<file path="src/rtl/scroll_seq_pkg.sv">
// scroll_seq_pkg: shared constants, queue entry layout and sequencer states
package scroll_seq_pkg;
   localparam int LANE_COUNT = 8;
   localparam int LANE_WIDTH = 2;
   localparam int DVSR_WIDTH = 8;
   localparam int HOLD_WIDTH = 8;
   localparam int PAT_WIDTH = LANE_COUNT * LANE_WIDTH;
   localparam logic [13:0] REG_LANE = 14'd0;
   localparam logic [13:0] REG_DVSR = 14'd1;
   localparam logic [13:0] REG_BYPS = 14'd2;
   localparam logic [13:0] REG_DOWN = 14'd3;
   localparam logic [1:0] HOST_PUSH = 2'd0;
   localparam logic [1:0] HOST_DVSR = 2'd1;
   localparam logic [1:0] HOST_CTRL = 2'd2;
   localparam logic [1:0] HOST_CLR = 2'd3;
   localparam int CTRL_RUN = 0;
   localparam int CTRL_BYPS = 1;
   localparam int CTRL_DOWN = 2;
   localparam int CTRL_CLEAR = 4;
   localparam int ST_EMPTY = 8;
   localparam int ST_FULL = 9;
   localparam int ST_OVF = 10;
   localparam int ST_UNDR = 11;
   localparam int ST_RUN = 12;
   typedef struct packed {
      logic [HOLD_WIDTH-1:0] hold;
      logic [PAT_WIDTH-1:0] pattern;
   } entry_t;
   typedef enum logic [2:0] {IDLE, CFG_DVSR, CFG_BYPS, CFG_DOWN, RUN, LANE_WR, STOP} state_t;
   function automatic logic [7:0] at_least_one(input logic [7:0] v);
      return v == 8'd0 ? 8'd1 : v;
   endfunction
endpackage

</file>
<file path="src/rtl/scroll_sequencer_if.sv">
// scroll_sequencer_if: video-slot register bus shared by host and core sides
interface scroll_sequencer_if;
   logic cs;
   logic write;
   logic read;
   logic [13:0] addr;
   logic [31:0] wr_data;
   logic [31:0] rd_data;
   modport master(output cs, write, read, addr, wr_data, input rd_data);
   modport slave(input cs, write, read, addr, wr_data, output rd_data);
endinterface

</file>
<file path="src/rtl/scroll_seq_fifo.sv">
// scroll_seq_fifo: pattern queue with show-ahead head, clear beats push and pop
module scroll_seq_fifo
   import scroll_seq_pkg::*;
#(
   parameter int DEPTH = 16
) (
   input  logic clk,
   input  logic reset_n,
   input  logic push,
   input  logic pop,
   input  logic clear,
   input  entry_t din,
   output entry_t dout,
   output logic full,
   output logic empty,
   output logic [$clog2(DEPTH):0] count
);
   localparam int AW = $clog2(DEPTH);
   entry_t mem_q [DEPTH];
   logic [AW-1:0] wr_ptr_q, wr_ptr_d, rd_ptr_q, rd_ptr_d;
   logic [AW:0] count_q, count_d;
   logic do_push, do_pop;
   always_comb begin
      empty = count_q == '0;
      full = count_q == (AW+1)'(DEPTH);
      count = count_q;
      dout = mem_q[rd_ptr_q];
      do_pop = pop && !empty && !clear;
      // a full queue still accepts a push when the head leaves in the same cycle
      do_push = push && (!full || do_pop) && !clear;
      wr_ptr_d = clear ? '0 : wr_ptr_q + AW'(do_push);
      rd_ptr_d = clear ? '0 : rd_ptr_q + AW'(do_pop);
      count_d = clear ? '0 : count_q + (AW+1)'(do_push) - (AW+1)'(do_pop);
   end
   always_ff @(posedge clk or negedge reset_n) begin
      if (!reset_n) begin
         wr_ptr_q <= '0;
         rd_ptr_q <= '0;
         count_q <= '0;
      end else begin
         wr_ptr_q <= wr_ptr_d;
         rd_ptr_q <= rd_ptr_d;
         count_q <= count_d;
      end
   end
   always_ff @(posedge clk) begin
      if (do_push) mem_q[wr_ptr_q] <= din;
   end
endmodule

</file>
<file path="src/rtl/scroll_sequencer.sv">
// scroll_sequencer: paces queued lane patterns to the scrolling core at the row rate
// and owns every core register write (config after reset or host change, lane, stop).
module scroll_sequencer
   import scroll_seq_pkg::*;
#(
   parameter int FIFO_DEPTH = 16
) (
   input logic clk,
   input logic reset_n,
   input logic [10:0] x,
   input logic [10:0] y,
   scroll_sequencer_if.slave host,
   scroll_sequencer_if.master core
);
   localparam int CW = $clog2(FIFO_DEPTH) + 1;
   state_t state_q, state_d;
   logic run_q, run_d, byps_q, byps_d, down_q, down_d;
   logic ovf_q, ovf_d, undr_q, undr_d, cfg_q, cfg_d;
   logic tick_q, tick_d, blank_q, blank_d, fs_q, fs_d, m_cs_q, m_cs_d;
   logic [7:0] dvsr_q, dvsr_d, fcnt_q, fcnt_d, hold_q, hold_d;
   logic [PAT_WIDTH-1:0] lane_q, lane_d;
   logic [13:0] m_addr_q, m_addr_d;
   logic [31:0] m_data_q, m_data_d, status;
   logic hwr, push, ctrl_wr, dvsr_wr, flag_clr, clear, pop, undr_hit;
   logic frame_start, row_tick, tick, full, empty;
   logic [CW-1:0] count;
   entry_t head;
   logic unused_ok;
   assign unused_ok = &{1'b0, host.addr[13:2], host.wr_data[31:24], core.rd_data};
   scroll_seq_fifo #(.DEPTH(FIFO_DEPTH)) u_fifo (
      .clk(clk),
      .reset_n(reset_n),
      .push(push),
      .pop(pop),
      .clear(clear),
      .din(entry_t'(host.wr_data[23:0])),
      .dout(head),
      .full(full),
      .empty(empty),
      .count(count)
   );
   always_comb begin
      hwr = host.cs && host.write;
      push = hwr && host.addr[1:0] == HOST_PUSH;
      dvsr_wr = hwr && host.addr[1:0] == HOST_DVSR;
      ctrl_wr = hwr && host.addr[1:0] == HOST_CTRL;
      flag_clr = hwr && host.addr[1:0] == HOST_CLR;
      clear = ctrl_wr && host.wr_data[CTRL_CLEAR];
      fs_d = x == '0 && y == '0;
      frame_start = fs_d && !fs_q;
      // >= rather than == so a shrinking divisor cannot strand the counter past its wrap
      row_tick = run_q && frame_start && fcnt_q >= at_least_one(dvsr_q) - 8'd1;
      fcnt_d = !run_q || row_tick ? '0 : frame_start ? fcnt_q + 8'd1 : fcnt_q;
      run_d = ctrl_wr ? host.wr_data[CTRL_RUN] : run_q;
      byps_d = ctrl_wr ? host.wr_data[CTRL_BYPS] : byps_q;
      down_d = ctrl_wr ? host.wr_data[CTRL_DOWN] : down_q;
      dvsr_d = dvsr_wr ? host.wr_data[7:0] : dvsr_q;
      cfg_d = dvsr_wr || (ctrl_wr && (byps_d != byps_q || down_d != down_q))
              || (cfg_q && state_q != CFG_DOWN);
      ovf_d = !flag_clr && (ovf_q || (push && !clear && full && !pop));
      undr_d = !flag_clr && (undr_q || undr_hit);
      status = 32'(count);
      status[ST_EMPTY] = empty;
      status[ST_FULL] = full;
      status[ST_OVF] = ovf_q;
      status[ST_UNDR] = undr_q;
      status[ST_RUN] = run_q;
      host.rd_data = host.cs && host.read ? status : '0;
   end
   always_comb begin
      state_d = state_q;
      hold_d = hold_q;
      lane_d = lane_q;
      blank_d = blank_q;
      pop = 1'b0;
      undr_hit = 1'b0;
      tick = row_tick || tick_q;
      tick_d = tick;
      m_cs_d = 1'b0;
      m_addr_d = '0;
      m_data_d = '0;
      case (state_q)
         IDLE: state_d = cfg_q ? CFG_DVSR : run_q ? RUN : IDLE;
         CFG_DVSR: begin
            m_cs_d = 1'b1;
            m_addr_d = REG_DVSR;
            m_data_d = 32'(dvsr_q);
            state_d = CFG_BYPS;
         end
         CFG_BYPS: begin
            m_cs_d = 1'b1;
            m_addr_d = REG_BYPS;
            m_data_d = 32'(byps_q);
            state_d = CFG_DOWN;
         end
         CFG_DOWN: begin
            m_cs_d = 1'b1;
            m_addr_d = REG_DOWN;
            m_data_d = 32'(down_q);
            state_d = run_q ? RUN : IDLE;
         end
         RUN: begin
            if (!run_q) begin
               tick_d = 1'b0;
               state_d = STOP;
            end else if (tick) begin
               tick_d = 1'b0;
               if (hold_q > 8'd1) begin
                  hold_d = hold_q - 8'd1;
               end else if (!empty) begin
                  pop = 1'b1;
                  hold_d = at_least_one(head.hold);
                  lane_d = head.pattern;
                  blank_d = 1'b0;
                  state_d = LANE_WR;
               end else begin
                  // blank the core once per starvation episode, not on every tick
                  undr_hit = 1'b1;
                  hold_d = '0;
                  lane_d = '0;
                  blank_d = 1'b1;
                  state_d = blank_q ? RUN : LANE_WR;
               end
            end else if (cfg_q) begin
               state_d = CFG_DVSR;
            end
         end
         LANE_WR: begin
            m_cs_d = 1'b1;
            m_addr_d = REG_LANE;
            m_data_d = 32'(lane_q);
            state_d = RUN;
         end
         STOP: begin
            m_cs_d = 1'b1;
            m_addr_d = REG_LANE;
            tick_d = 1'b0;
            state_d = IDLE;
         end
         default: state_d = IDLE;
      endcase
      if (clear) hold_d = '0;
   end
   always_ff @(posedge clk or negedge reset_n) begin
      if (!reset_n) begin
         state_q <= IDLE;
         cfg_q <= 1'b1;
         run_q <= 1'b0;
         byps_q <= 1'b0;
         down_q <= 1'b0;
         ovf_q <= 1'b0;
         undr_q <= 1'b0;
         tick_q <= 1'b0;
         blank_q <= 1'b0;
         fs_q <= 1'b0;
         dvsr_q <= '0;
         fcnt_q <= '0;
         hold_q <= '0;
         lane_q <= '0;
         m_cs_q <= 1'b0;
         m_addr_q <= '0;
         m_data_q <= '0;
      end else begin
         state_q <= state_d;
         cfg_q <= cfg_d;
         run_q <= run_d;
         byps_q <= byps_d;
         down_q <= down_d;
         ovf_q <= ovf_d;
         undr_q <= undr_d;
         tick_q <= tick_d;
         blank_q <= blank_d;
         fs_q <= fs_d;
         dvsr_q <= dvsr_d;
         fcnt_q <= fcnt_d;
         hold_q <= hold_d;
         lane_q <= lane_d;
         m_cs_q <= m_cs_d;
         m_addr_q <= m_addr_d;
         m_data_q <= m_data_d;
      end
   end
   assign core.cs = m_cs_q;
   assign core.write = m_cs_q;
   assign core.read = 1'b0;
   assign core.addr = m_addr_q;
   assign core.wr_data = m_data_q;
endmodule

</file>
<file path="src/flat_wrapper.sv">
// flat-port wrapper written by rule: the top's interface ports become plain ports
module scroll_sequencer_flat import scroll_seq_pkg::*;
#(
   parameter int FIFO_DEPTH = 16
)
  (clk, reset_n, x, y, host_cs, host_write, host_read, host_addr, host_wr_data, host_rd_data, core_cs, core_write, core_read, core_addr, core_wr_data, core_rd_data);
  scroll_sequencer_if host_i ();
  scroll_sequencer_if core_i ();
  input logic clk;
  input logic reset_n;
  input logic [10:0] x;
  input logic [10:0] y;
  input wire logic [$bits(host_i.cs)-1:0] host_cs;
  input wire logic [$bits(host_i.write)-1:0] host_write;
  input wire logic [$bits(host_i.read)-1:0] host_read;
  input wire logic [$bits(host_i.addr)-1:0] host_addr;
  input wire logic [$bits(host_i.wr_data)-1:0] host_wr_data;
  output wire logic [$bits(host_i.rd_data)-1:0] host_rd_data;
  output wire logic [$bits(core_i.cs)-1:0] core_cs;
  output wire logic [$bits(core_i.write)-1:0] core_write;
  output wire logic [$bits(core_i.read)-1:0] core_read;
  output wire logic [$bits(core_i.addr)-1:0] core_addr;
  output wire logic [$bits(core_i.wr_data)-1:0] core_wr_data;
  input wire logic [$bits(core_i.rd_data)-1:0] core_rd_data;
  assign host_i.cs = host_cs;
  assign host_i.write = host_write;
  assign host_i.read = host_read;
  assign host_i.addr = host_addr;
  assign host_i.wr_data = host_wr_data;
  assign host_rd_data = host_i.rd_data;
  assign core_cs = core_i.cs;
  assign core_write = core_i.write;
  assign core_read = core_i.read;
  assign core_addr = core_i.addr;
  assign core_wr_data = core_i.wr_data;
  assign core_i.rd_data = core_rd_data;
  scroll_sequencer #(.FIFO_DEPTH(FIFO_DEPTH)) u_core (.clk(clk), .reset_n(reset_n), .x(x), .y(y), .host(host_i), .core(core_i));
endmodule
</file>
<file path="config.mk">
export PLATFORM = sky130hd
export DESIGN_NAME = scroll_sequencer_flat
export DESIGN_NICKNAME = d
export VERILOG_FILES = /design/src/rtl/scroll_seq_pkg.sv /design/src/rtl/scroll_sequencer_if.sv /design/src/rtl/scroll_seq_fifo.sv /design/src/rtl/scroll_sequencer.sv /design/src/flat_wrapper.sv
export SDC_FILE = /design/constraint.sdc
export NUM_CORES = 1
export LEC_CHECK = 0
export ABC_AREA = 1
export CELL_PAD_IN_SITES_DETAIL_PLACEMENT = 0
export CELL_PAD_IN_SITES_GLOBAL_PLACEMENT = 1
export CORE_MARGIN = 2
export CORE_UTILIZATION = 30
export CTS_CLUSTER_SIZE = 24
export DETAILED_ROUTE_END_ITERATION = 10
export GPL_TIMING_DRIVEN = 0
export PLACE_DENSITY = 0.66
export SYNTH_ARGS = -nofsm -noshare
export SYNTH_HDL_FRONTEND = slang
export SYNTH_SLANG_ARGS = --single-unit
export TNS_END_PERCENT = 100
</file>
<file path="constraint.sdc">
create_clock -name clk -period 4.3 [get_ports clk]
set_clock_uncertainty 0.1 [all_clocks]
set_input_delay 1.29 -clock clk [delete_from_list [all_inputs] [get_ports clk]]
set_output_delay 1.29 -clock clk [all_outputs]
set_load 0.01 [all_outputs]
</file>
Word level (Yosys, flattened, before mapping)
Memory sizes are Yosys's and may differ from the RTL's.
Index checks and enable logic that the tools add are counted.
{ "op_classes": {"eq_ne": 15, "reduce_logical": 53, "n_lt_le_gt_ge": 2, "bitwise": 1, "mul": 0, "n_shift": 0, "n_div": 0, "muxes": 42, "addsub": 7} }
{ "op_table": {"columns": ["operator", "count"], "rows": [
  ["$mux 8", 10],
  ["$pmux 16 s4", 1],
  ["$logic_and 1x1->1", 22],
  ["$logic_not 11->1", 2],
  ["$mux 3", 7],
  ["$pmux 3 s6", 1],
  ["$mux 1", 17],
  ["$logic_not 8->1", 2],
  ["$mux 16", 1],
  ["$sub 8x1->8 const B", 2],
  ["$mux 13", 1],
  ["$eq 3x3->1 const B", 3],
  ["$add 4x1->4", 2],
  ["$add 8x1->8 const B", 1],
  ["$ge 8x8->1", 1],
  ["$gt 8x1->1 const B", 1],
  ["$logic_or 1x1->1", 8],
  ["$mux 4", 2],
  ["$ne 4x4->1 const B", 2],
  ["$reduce_bool 2->1", 4],
  ["$logic_not 1->1", 7],
  ["$eq 3x2->1 const B", 2],
  ["$pmux 2 s3", 1],
  ["$add 5x1->5", 1],
  ["other kinds (17)", 19]
]} }
{ "word_totals": {"output_inout_bits": 81, "mem_count": 1, "inputBits": 105, "mem_bits_rw": 384, "reg_bits": 84, "rom_bits": 0, "word_cells": 141, "latchBits": 0} }
{ "memory_table": {"columns": ["memory", "words", "word_bits", "read_ports", "rd_clocked_by_memory_dff", "write_ports", "line", "source"], "rows": [
  ["u_core.u_fifo.mem_q", 16, 24, 1, 0, 1, "scroll_seq_fifo.sv:19", "entry_t mem_q [DEPTH];"]
]} }

Longest topological paths before layout
{ "depth": {"depth_word": 17, "depth_mapped": 31, "mapped_depth_nobuf": 31} }

By module
A second synthesis with hierarchy kept.
{ "hier_totals": {"hier_cells": 2189, "area_unflattened_um2": 21281.7} }
{ "modules_own_cells": {"columns": ["module", "cells_per_inst", "area_per_inst_um2", "instances", "seq_area_each_um2"], "rows": [
  ["scroll_seq_fifo", 1681, 17262.8, 1, 11856.4],
  ["scroll_sequencer", 508, 4018.9, 1, 1778.0]
]} }

Worst setup path after synthesis
No wires, ideal clock.
{ "synth_path": {"path_kind": "input -> register", "start": "input port x[1]", "end": "register u_core.u_fifo.count_q[4] (netlist: u_core.u_fifo.count[4])", "arrival_ps": 3746, "path_stages": 21, "t_required_ps": 4070, "n_path_buf": 0, "slack_ps": 324, "setup_ps": 130, "path_cell_list": "or2_0 nor2_1 nand3_1 nor2_1 nand3_1 nand2_2 nand2_2 nor2_8 inv_1 nor2_1 ha_1 inv_1 ha_1 inv_1 fa_1 inv_1 nand2_1 a21oi_1 nor2_1 xor2_1 nor2_1"} }
{ "synth_via": {"elab_chain_len": 17} }
{ "synth_rtl": {"columns": ["item", "line", "source"], "rows": [
  ["start: declaration", "flat_wrapper.sv:11", "input logic [10:0] x;"],
  ["$logic_not 11->1 *", "scroll_sequencer.sv:49", "fs_d = x == '0 && y == '0;"],
  ["$logic_and 1x1->1 *", "scroll_sequencer.sv:49", null],
  ["$logic_and 1x1->1 *", "scroll_sequencer.sv:50", "frame_start = fs_d && !fs_q;"],
  ["$logic_and 1x1->1 * (2 in a row)", "scroll_sequencer.sv:52", "row_tick = run_q && frame_start && fcnt_q >= at_least_one(dvsr_q) - 8'd1;"],
  ["$logic_or 1x1->1 *", "scroll_sequencer.sv:77", "tick = row_tick || tick_q;"],
  ["$mux 1 *", "scroll_sequencer.sv:106", "end else if (tick) begin"],
  ["$mux 1 *", "scroll_sequencer.sv:103", "if (!run_q) begin"],
  ["$mux 1 *", "scroll_sequencer.sv:82", "case (state_q)"],
  ["$logic_and 1x1->1 * (2 in a row)", "scroll_seq_fifo.sv:28", "do_pop = pop && !empty && !clear;"],
  ["$logic_or 1x1->1", "scroll_seq_fifo.sv:30", "do_push = push && (!full || do_pop) && !clear;"],
  ["$logic_and 1x1->1 (2 in a row)", "scroll_seq_fifo.sv:30", null],
  ["$add 5x1->5", "scroll_seq_fifo.sv:33", "count_d = clear ? '0 : count_q + (AW+1)'(do_push) - (AW+1)'(do_pop);"],
  ["$sub 5x1->5 *", "scroll_seq_fifo.sv:33", null],
  ["$mux 5 *", "scroll_seq_fifo.sv:33", null],
  ["via u_core.u_fifo.count_d[4]", "scroll_seq_fifo.sv:21", "logic [AW:0] count_q, count_d;"],
  ["end signal: assignment", "scroll_seq_fifo.sv:43", "count_q <= count_d;"],
  ["end: declaration", "scroll_seq_fifo.sv:21", null]
]} }
The timed path passes the listed nets; every way through them passes the cells marked *.
A chain may end at the register's enable or synchronous reset.

Final worst setup path
{ "layout_path": {"start": "register u_core.dvsr_q[4]", "end": "register u_core.u_fifo.count_q[4] (netlist: u_core.u_fifo.count[4])"} }
{ "layout_via": {"elab_chain_len": 17} }
{ "layout_rtl": {"columns": ["item", "line", "source"], "rows": [
  ["start: declaration", "scroll_sequencer.sv:20", "logic [7:0] dvsr_q, dvsr_d, fcnt_q, fcnt_d, hold_q, hold_d;"],
  ["start signal: assignment", "scroll_sequencer.sv:174", "dvsr_q <= dvsr_d;"],
  ["$logic_not 8->1", "scroll_seq_pkg.sv:31", "return v == 8'd0 ? 8'd1 : v;"],
  ["$mux 8 *", "scroll_seq_pkg.sv:31", null],
  ["$sub 8x1->8 *", "scroll_sequencer.sv:52", null],
  ["$ge 8x8->1 *", "scroll_sequencer.sv:52", null],
  ["$logic_and 1x1->1 *", "scroll_sequencer.sv:52", null],
  ["$logic_or 1x1->1 *", "scroll_sequencer.sv:77", null],
  ["$mux 1 *", "scroll_sequencer.sv:106", null],
  ["$mux 1 *", "scroll_sequencer.sv:103", null],
  ["$mux 1 *", "scroll_sequencer.sv:82", null],
  ["$logic_and 1x1->1 * (2 in a row)", "scroll_seq_fifo.sv:28", null],
  ["$logic_or 1x1->1", "scroll_seq_fifo.sv:30", null],
  ["$logic_and 1x1->1 (2 in a row)", "scroll_seq_fifo.sv:30", null],
  ["$add 5x1->5", "scroll_seq_fifo.sv:33", null],
  ["$sub 5x1->5 *", "scroll_seq_fifo.sv:33", null],
  ["$mux 5 *", "scroll_seq_fifo.sv:33", null],
  ["via u_core.u_fifo.count_d[4]", "scroll_seq_fifo.sv:21", null]
]} }
Marks and branches as above.

==> results.sh <==
export IMPL_run_status="finished, final reports clean"
export IMPL_maxSlewViolCount=0
export IMPL_rsz0062_at_grt="true"
export IMPL_required_ps=4640
export IMPL_arrival_ps=4570
export IMPL_cp_common_cell="inv_1"
export IMPL_htree_num_levels=2
export IMPL_insertion_delay_ps=580
export IMPL_clk_root_buffer_cell="clkbuf_16"
export IMPL_vias=13800
export IMPL_ys_types=46
export IMPL_via_per_inst=4.78
export IMPL_grt_max_degree=44
export IMPL_die_h_um=262
export IMPL_start_kind="flip-flop"
export IMPL_max_slew_worst_pin_slew_ps=897
export IMPL_synth_edff_count=384
export IMPL_maxCapViolations=0
export IMPL_num_io_pins=186
export IMPL_place_congestion=0.789
export IMPL_synth_area_per_cell_um2=11.3
export IMPL_p_leak_nw=9.36
export IMPL_critical_path_class="flip-flop to flip-flop"
export IMPL_fmax_mhz=236
export IMPL_yosys_area_share_simple=0.133
export IMPL_first_iter_violations=1227
export IMPL_synth_compound_area_frac=0.0948
export IMPL_fin_crit_ps=4230
export IMPL_drt_pass1_iter_count=7
export IMPL_num_rows=94
export IMPL_overflow=0
export IMPL_dp_cells=2778
export IMPL_muxShareOfSynthArea=0
export IMPL_ys_flop_type="edfxtp_1"
export IMPL_yosysTopAreaCell="edfxtp_1"
export IMPL_cts_sinks=468
export IMPL_synth_async_reset_ratio=0.179
export IMPL_die_w_um=262
export IMPL_nFillCells=6347
export IMPL_syn_to_final_growth_pct=22.4
export IMPL_seq_area_frac_synth=0.684
export IMPL_synth_xor_area_frac=0.00747
export IMPL_setup_viol=0
export IMPL_drive_gt1_frac=0.123
export IMPL_endpoint_kind="flip-flop"
export IMPL_power_density_nw_per_um2=435
export IMPL_final_nets=2115
export IMPL_synth_top_family_by_area="simple AND/OR/NAND/NOR gates"
export IMPL_cts_max_path_buffers=3
export IMPL_synth_most_common_cell="edfxtp_1"
export IMPL_irDropWorstVdd_mv=0.238
export IMPL_hold_viol=0
export IMPL_drt_wl_total_um=57400
export IMPL_min_path_type="flip-flop to flip-flop"
export IMPL_synthTopCellsByArea="edfxtp_1 (58%), dfrtp_1 (10%), nor2_1 (4.9%)"
export IMPL_synth_area_um2=19900
export IMPL_seq_area_um2=13600
export IMPL_drc_errors=0
export IMPL_synthTopCellsByCount="edfxtp_1 (384), nor2_1 (261), nand2_1 (252)"
export IMPL_routedWlPerCell_um=19.9
export IMPL_cp_slowest_stage_delay_ps=390
export IMPL_final_antenna_net_count=0
export IMPL_multi_input_area_um2=5430
export IMPL_finalPower_mw=10.6
export IMPL_grt_first_pass_wirelength_um=84000
export IMPL_diodes=0
export IMPL_period_share=0.984
export IMPL_finalNonFillerCells=2888
export IMPL_dieArea_um2=68500
export IMPL_cts_tree="built"
export IMPL_hpwlAfterDp_um=37600
export IMPL_antenna_found_initial=0
export IMPL_cp_max_fo=4
export IMPL_crit_slowest_cell="dfrtp_1"
export IMPL_numPortBuffers=82
export IMPL_slew_headroom=0.397
export IMPL_initial_core_util=0.303
export IMPL_synth_seq_cells=468
export IMPL_yosysWarnings=0
export IMPL_path_clk_slew_ps=60
export IMPL_syn_inst=1767
export IMPL_track_usage=0.165
export IMPL_synth_fa_ha_area_frac=0.0148
export IMPL_core_um2=65700
export IMPL_yosysTopAreaCellShare=0.578
export IMPL_grt_pass1_vias=13300
export IMPL_cts_buffers=50
[layout by cell type (no fill, tap or decap), types with 4 or more instances in the layout]
master	instances
a21oi_1	21
buf_1	4
buf_12	12
buf_16	5
buf_2	24
buf_4	76
bufinv_16	5
clkbuf_1	55
clkbuf_16	50
clkdlybuf4s50_1	81
clkinv_1	9
clkinv_2	13
conb_1	51
dfrtp_1	83
edfxtp_1	384
ha_1	19
inv_1	138
inv_2	5
nand2_1	247
nand2_2	5
nand3_1	96
nand3_2	4
nor2_1	243
nor2_4	19
nor3_1	9
o211ai_1	6
o21ai_0	192
o21ai_1	22
o221ai_1	31
o22ai_1	45
o31ai_1	5
xor2_1	15
[worst max-delay path, delay by kind of cell (launching register included)]
kind | cells | cell delay [ps]
AOI/OAI and AO/OA | 2 | 220
and+or+nand+nor | 16 | 1420
buffers and inverters | 8 | 600
adders and majority gates | 4 | 1030
DFF | 1 | 390
xor gates and xnor gates | 2 | 310
[logic make-up (layout without fill, tap and decap cells)]
| kind of cell | Yosys count | count (layout) |
|---|---|---|
| buffers and inverters | 281 | 487 |
| AO/OA/AOI/OAI | 333 | 333 |
| flip-flops | 468 | 468 |
| XOR/XNOR | 17 | 17 |
| other | 1 | 51 |
| AND/OR/NAND/NOR | 644 | 645 |
| adder cells (fa/ha/maj) | 23 | 23 |
[report_power, final]
part / internal, mW / switching [mW] / total (mW)
combinational: 0.468 / 0.701 / 1.17
sequential: 5.09 / 0.0947 / 5.19
clock: 2.48 / 1.77 / 4.25
total: 8.04 / 2.57 / 10.6
[registers in the layout, indices dropped and copies added (netlist names), 2 cells and up]
signal and cells:
u_core.fcnt_q 8, u_core.core.wr_data 16, u_core.state_q 3, u_core.u_fifo.wr_ptr_q 4, u_core.u_fifo.count 5, u_core.lane_q 16
u_core.core.addr 2, u_core.u_fifo.mem_q 384, u_core.dvsr_q 8, u_core.hold_q 8, u_core.u_fifo.rd_ptr_q 4
[path summary, 6_finish.rpt]
check	to	start	slack [ps]	cells past startpoint
worst max-delay path	u_core.u_fifo.count[4]	u_core.dvsr_q[4]	70	32
worst min-delay path	u_core.core.wr_data[14]	u_core.lane_q[14]	390	2
worst max register to register	u_core.u_fifo.count[4]	u_core.dvsr_q[4]	70	32
worst min register to register	u_core.core.wr_data[14]	u_core.lane_q[14]	390	2
max in group asynchronous	u_core.lane_q[9]	reset_n	2850	2
min in group asynchronous	u_core.u_fifo.count[3]	reset_n	610	1
[through the flow]
stage / TNS (ps) / util / hold slack, ps / cell area (um2) / setup slack, ps
floorplan: 0 / - / 357 / 20100 / 324
global placement: -705960 / 0.335 / 382 / 22000 / -1670
detailed placement: -32100 / 0.342 / 383 / 22500 / -668
CTS: -16.7 / 0.368 / 398 / 24200 / -16.7
global route: -3420 / 0.371 / 418 / 24400 / -217
finish: 0 / 0.371 / 392 / 24400 / 68.2
[repair_timing]
item	in CTS	in global routing
gates cloned	0	1
resized for setup	15	13
endpoints found under the setup margin	53	262
hold buffers	0	0
pin swaps	9	14
setup buffers	7	13
hold endpoints to repair	0	0
[cell type report]
type | count | area share
clock inverters | 30 | 0.0118
well taps | 864 | 0.0443
multi-input cells | 1069 | 0.223
flip-flops and latches | 468 | 0.559
repair buffers | 117 | 0.0547
clock buffers | 59 | 0.0539
plain buffers | 136 | 0.0314
inverters | 145 | 0.0224
[per-layer routing]
layer,vias to the layer above,track usage,part of all wire
li1,6487,-,-
met2,570,0.278,0.47
met1,6663,0.218,0.41
met4,0,0.0560,0.028
met3,75,0.0251,0.087
met5,-,0,0
(Power assumes the default switching activity.)
